--- src/rtl/interrupt_controller.sv ---
// Prioritised interrupt controller: per-source edge/level capture, enable mask,
// lowest-index-wins arbitration and a two-state present/ack handshake to the CPU.
module interrupt_controller #(
  parameter int              NSRC     = 8,
  parameter int              EXW      = 4,
  parameter logic [NSRC-1:0] EDGE     = '0,
  parameter logic [NSRC-1:0] MASK_RST = '1
) (
  input  logic            clk_i,
  input  logic            rst_i,
  input  logic [NSRC-1:0] src,
  input  logic            enabled,
  input  logic            ack,
  input  logic            mask_we,
  input  logic [NSRC-1:0] mask_wdata,
  output logic [NSRC-1:0] mask,
  output logic [NSRC-1:0] pending,
  output logic [EXW-1:0]  cpu_exception,
  output logic            irq
);

  // Vector 0 means "none", so NSRC must fit in 1..2^EXW-1.
  if (NSRC < 1 || NSRC > (1 << EXW) - 1) begin : g_bad_params
    $error("interrupt_controller: NSRC=%0d does not fit EXW=%0d", NSRC, EXW);
  end

  typedef enum logic {IDLE, PRESENT} state_t;

  state_t          state_q, state_d;
  logic [EXW-1:0]  vec_q, vec_d;
  logic [NSRC-1:0] pending_q, pending_d;
  logic [NSRC-1:0] prev_q;
  logic [NSRC-1:0] mask_q;
  logic            armed_q;
  logic [NSRC-1:0] rise;
  logic [NSRC-1:0] clr;
  logic [NSRC-1:0] eligible;
  logic [EXW-1:0]  win_idx;

  // armed_q suppresses edge detection on the first cycle out of reset, so a
  // source already high at release is not mistaken for a new rising edge.
  generate
    for (genvar gi = 0; gi < NSRC; gi++) begin : g_src
      assign rise[gi]      = src[gi] & ~prev_q[gi] & armed_q;
      assign clr[gi]       = (state_q == PRESENT) && ack && (vec_q == EXW'(gi + 1));
      assign pending_d[gi] = EDGE[gi] ? (rise[gi] | (pending_q[gi] & ~clr[gi])) : src[gi];
    end
  endgenerate

  assign eligible = pending_q & mask_q;

  always_comb begin
    win_idx = '0;
    for (int i = NSRC - 1; i >= 0; i--) begin
      if (eligible[i]) win_idx = EXW'(i);
    end
  end

  always_ff @(posedge clk_i) begin
    if (rst_i) begin
      pending_q <= '0;
      prev_q    <= '0;
      mask_q    <= MASK_RST;
      armed_q   <= 1'b0;
    end else begin
      pending_q <= pending_d;
      prev_q    <= src;
      armed_q   <= 1'b1;
      if (mask_we) mask_q <= mask_wdata;
    end
  end

  always_ff @(posedge clk_i) begin
    if (rst_i) begin
      state_q <= IDLE;
      vec_q   <= '0;
    end else begin
      state_q <= state_d;
      vec_q   <= vec_d;
    end
  end

  // The presented vector is frozen in PRESENT; leaving always passes through IDLE.
  always_comb begin
    state_d = state_q;
    vec_d   = vec_q;
    case (state_q)
      IDLE: begin
        vec_d = '0;
        if (enabled && |eligible) begin
          state_d = PRESENT;
          vec_d   = win_idx + EXW'(1);
        end
      end
      PRESENT: begin
        if (ack || !enabled) begin
          state_d = IDLE;
          vec_d   = '0;
        end
      end
      default: begin
        state_d = IDLE;
        vec_d   = '0;
      end
    endcase
  end

  always_comb begin
    cpu_exception = vec_q;
    irq           = (vec_q != '0);
    mask          = mask_q;
    pending       = pending_q;
  end

endmodule

--- config.mk ---
export PLATFORM = sky130hd
export DESIGN_NAME = interrupt_controller
export DESIGN_NICKNAME = d
export VERILOG_FILES = /design/src/rtl/interrupt_controller.sv
export SDC_FILE = /design/constraint.sdc
export NUM_CORES = 1
export LEC_CHECK = 0
export BUFFER_PORTS_ARGS = -buffer_cell sky130_fd_sc_hd__buf_2
export CORE_MARGIN = 3
export CORE_UTILIZATION = 47
export CTS_CLUSTER_SIZE = 40
export DETAILED_ROUTE_END_ITERATION = 10
export PLACE_DENSITY = 0.89
export SETUP_SLACK_MARGIN = 0.4
export SLEW_MARGIN = 10
export SYNTH_ARGS = -nofsm -noshare
export SYNTH_HDL_FRONTEND = slang
export SYNTH_SLANG_ARGS = --single-unit
--- constraint.sdc ---
create_clock -name clk_i -period 3 [get_ports clk_i]
set_clock_uncertainty 0.2 [all_clocks]
set_input_delay 0.3 -clock clk_i [delete_from_list [all_inputs] [get_ports clk_i]]
set_output_delay 0.3 -clock clk_i [all_outputs]
set_load 0.03 [all_outputs]
### Word-level counts from Yosys, hierarchy flattened

Index checks and enable logic that the tools add are counted.

* register bits: 21
* bits of input ports: 21
* output and inout bits: 21

* add/subtract/negate cells: 1
* equality and inequality tests: 1
* muxes and demuxes: 14
* bitwise gates (word level): 2
* reduce and logical (&&, ||, !) cells: 5

Operators by type and width (number)
* 2-to-1 mux 3 bit: 8
* bitwise AND 8 bit: 1
* 2-to-1 mux 4 bit: 2
* one-hot mux 4 bit (2 select lines): 1
* OR reduction 8 bit: 1
* adder 3 x 1 -> 4 bit (second input constant): 1
* nonzero test 4 bit: 1
* 2-to-1 mux 1 bit: 2
* inequality test 2 x 1 -> 1 bit (second input constant): 1
* one-hot mux 1 bit (2 select lines): 1
* logical AND 1 bit: 1
* zero test 1 bit: 1
* logical OR 1 bit: 1
* NOT 1 bit: 1

### Logic depth before layout (Yosys ltp)

* word-level depth: 12
* mapped depth: 7
* mapped depth without buffers: 7

### Worst setup path before layout

Ideal clock, no wire load.

* kind: flip-flop to flip-flop
* start point: register mask_q[4] (netlist: mask[4])
* end point: register vec_q[2] (netlist: cpu_exception[2])
* setup time: 0.117 ns
* arrival time: 1.592 ns
* setup slack: 1.091 ns
* cell stages (with the launch flop): 8
* period minus slack after synthesis: 1.909 ns
* path through: dfxtp_1 -> and2_1 -> a21oi_4 -> a222oi_1 -> a221oi_1 -> ha_1 -> xnor2_1 -> o21ai_1

* longest elaborated chain between the ends: 9

RTL lines
* start, declared: RTL line 33 `logic [NSRC-1:0] mask_q;`
* start signal, assigned: RTL line 69 `if (mask_we) mask_q <= mask_wdata;`
* bitwise AND 8 bit *: RTL line 50 `assign eligible = pending_q & mask_q;`
* 2-to-1 mux 3 bit (5 in a row): RTL line 55 `if (eligible[i]) win_idx = EXW'(i);`
* adder 3 x 1 -> 4 bit: RTL line 92 `vec_d = win_idx + EXW'(1);`
* 2-to-1 mux 4 bit *: RTL line 90 `if (enabled && |eligible) begin`
* one-hot mux 4 bit (2 select lines) *: RTL line 87 `case (state_q)`
* end signal, assigned: RTL line 79 `vec_q <= vec_d;`
* end, declared: RTL line 30 `logic [EXW-1:0] vec_q, vec_d;`

Every way passes the cells marked *; elsewhere a longest branch is shown, timed or not.
A chain may end at the register's enable or synchronous reset.

### Worst setup path after layout

* start point: register pending_q[6] (netlist: pending[6])
* end point: register vec_q[2] (netlist: cpu_exception[2])

* longest elaborated chain between the ends: 11

RTL lines
* start, declared: RTL line 31 `logic [NSRC-1:0] pending_q, pending_d;`
* start signal, assigned: RTL line 66 `pending_q <= pending_d;`
* bitwise AND 8 bit *: RTL line 50
* 2-to-1 mux 3 bit (7 in a row): RTL line 55
* adder 3 x 1 -> 4 bit: RTL line 92
* 2-to-1 mux 4 bit *: RTL line 90
* one-hot mux 4 bit (2 select lines) *: RTL line 87

Marked as above.

==> run summary <==
fmax -> 0.5195 GHz
min cycle time layout -> 1.925 ns
Area growth syn-to-layout -> 42.15%
die area -> 0.002381 mm²
R2R depth -> 7
design area -> 0.001224 mm²
Final HPWL DP -> 1.513 mm
die span in x -> 48.80 µm
ANT nets after route -> 0
diode count -> 0
global-route wire length before repair -> 3.374 mm
post-synthesis sequential area ratio -> 48.84%
Critical Path RT -> 3.00 ns
antenna violations before repair -> 0
I/O Buffers -> 41
Placer Congestion -> 0.7749
Synth cell types -> 29
crit end category -> flop
YS warnings -> 0
Avg Cell Area, Syn -> 10.37 µm²
Final Hold Viols -> 0
clock slew at reported path FFs -> 0.10 ns
router iterations before antenna repair -> 6
Pins Over Slew Limit -> 0
CTS Sinks -> 21
DP Area -> 0.001087 mm²
Worst IR Drop VDD -> 0.4071 mV
setup repair bufs after CTS -> 0
Area contributors post-synth -> dfxtp_1, nor2b_1, a211o_1
post-synthesis cell count -> 83
WHS Path Cells -> 2
WS Path Type -> reg -> reg
Yosys top cell area share -> 48.84%
clk buf depth -> 2
Detailed Route WL -> 2.067 mm
number of global-route vias before repair -> 796
worst slew pin tran -> 0.3266 ns
Setup TNS Final -> 0 ns
# IOs -> 42
Netlist Area Pre-Place -> 860.8 µm²
largest area contributor in the netlist -> dfxtp_1
final period utilization -> 64.17%
Net count, final -> 160
Wirelength per Cell -> 12.84 µm
grt ovf -> 0
layout cells sized above 1 -> 36.50%
syn nets -> 105
number of flops mapped to enable cells by yosys -> 0
clock root buffer -> clkbuf_4
P per Cell Area -> 480.4 mW/mm²
Commonest cells post-synth -> dfxtp_1, nor2b_1, a211o_1, nand2_1, o21ai_1
ys flop type -> dfxtp_1
row count -> 14
H-tree depth -> 1
Max Fanout on Critical Path -> 3
Die Y -> 48.80 µm
CTS Buf Count -> 3
Max Cap Viol -> 0
DRC violations left -> 0
GRT Util Overall -> 18.18%
post-synthesis register bit count -> 21
worst skew pair latency -> 0.30 ns
largest net degree at the start of global routing -> 18
Rel. slew slack -> 78.23%
first-iteration detailed-routing DRC count -> 15
via count -> 819
status -> finished, final reports clean
TritonCTS clock tree -> yes
CTS resizes -> 0
most numerous cell in the Yosys netlist -> dfxtp_1
CTS Hold Buffers Added -> 8
startpoint types -> flop
RSZ-0062 raised after global routing -> false
crit path DAT -> 1.93 ns
DR vias/cell -> 5.087
Pleak -> 0.5736 nW
Post-synth ARST share -> 0%
core area -> 0.001612 mm²
Starting Density -> 53.42%
Worst Hold Class -> in -> reg
endpoints failing setup -> 0
cells by family after synthesis:
| logic type | after synthesis | share of synthesized area [%] |
|---|---|---|
| AO/OA/AOI/OAI | 23 | 24.28 |
| XOR/XNOR | 1 | 1.018 |
| adder cells (fa/ha/maj) | 1 | 1.453 |
| buffers and inverters | 4 | 1.889 |
| flip-flops | 21 | 48.84 |
| AND/OR/NAND/NOR | 33 | 22.53 |
where the power goes:
group | switching [mW] | total (mW) | internal (mW)
Sequential | 0.0159 | 0.312 | 0.296
Clock | 0.0782 | 0.130 | 0.0519
Combinational | 0.0825 | 0.146 | 0.0630
Total | 0.177 | 0.588 | 0.411
critical path: stages, from the launching register on:
cell and delay (ns):
dfxtp_1 0.34, a22oi_1 0.31, inv_1 0.11, a222oi_1 0.31, a221oi_1 0.09, ha_1 0.23, xnor2_1 0.16, o21ai_1 0.07
final timing paths:
check / startpoint / end / slack (ns)
setup / recovery: pending[6] / cpu_exception[2] / 1.08
hold / removal: src[5] / pending[5] / 0.01
hold reg to reg: cpu_exception[0] / cpu_exception[0] / 0.26
setup reg to reg: pending[6] / cpu_exception[2] / 1.08
metal layers:
| layer | global-route usage (%) | up-vias | share of wire [%] |
|---|---|---|---|
| met5 | 0 | - | 0 |
| met3 | 9.174 | 6 | 9.5 |
| met2 | 32.13 | 45 | 50 |
| li1 | - | 412 | - |
| met4 | 8.057 | 0 | 1.8 |
| met1 | 17.58 | 356 | 39 |
final cells by class:
type                       count  area, µm²
clock buffer                   4      26.28
fill                         134      387.9
inverter                       2      7.507
multi-input combinational     58      424.2
sequential                    21      420.4
tap                           24      30.03
timing repair buffer          52      315.3
metrics by stage:
step | power (mW) | util [%] | setup WS, ns | instances | hold slack, ns
after global placement | 0.4482 | 67.47 | 1.196 | 146 | 0.2439
after detailed placement | 0.4523 | 67.47 | 1.113 | 146 | 0.2525
final | 0.5878 | 75.93 | 1.075 | 161 | 0.01078
after floorplan | 0.4087 | - | 1.091 | 83 | 0.1716
after global routing | 0.6221 | 75.93 | 0.9592 | 161 | 0.0005589
after CTS | 0.5878 | 74.07 | 1.080 | 158 | 0.0001009
state kept, by name (all words and copies together), names as in the netlist:
| signal | cells |
|---|---|
| mask | 8 |
| pending | 8 |
| cpu_exception | 4 |
| state_q | 1 |
cell usage in the layout (no fill, tap or decap), types with 2 or more instances in the layout:
master,Yosys,layout
inv_1,2,2
dlygate4sd3_1,0,11
nor2b_1,17,17
a211o_1,8,8
clkbuf_4,0,3
buf_2,1,41
nand2b_1,2,2
nand2_1,8,8
dfxtp_1,21,21
o21ai_1,3,3
Power figures use the tool's default switching activity.
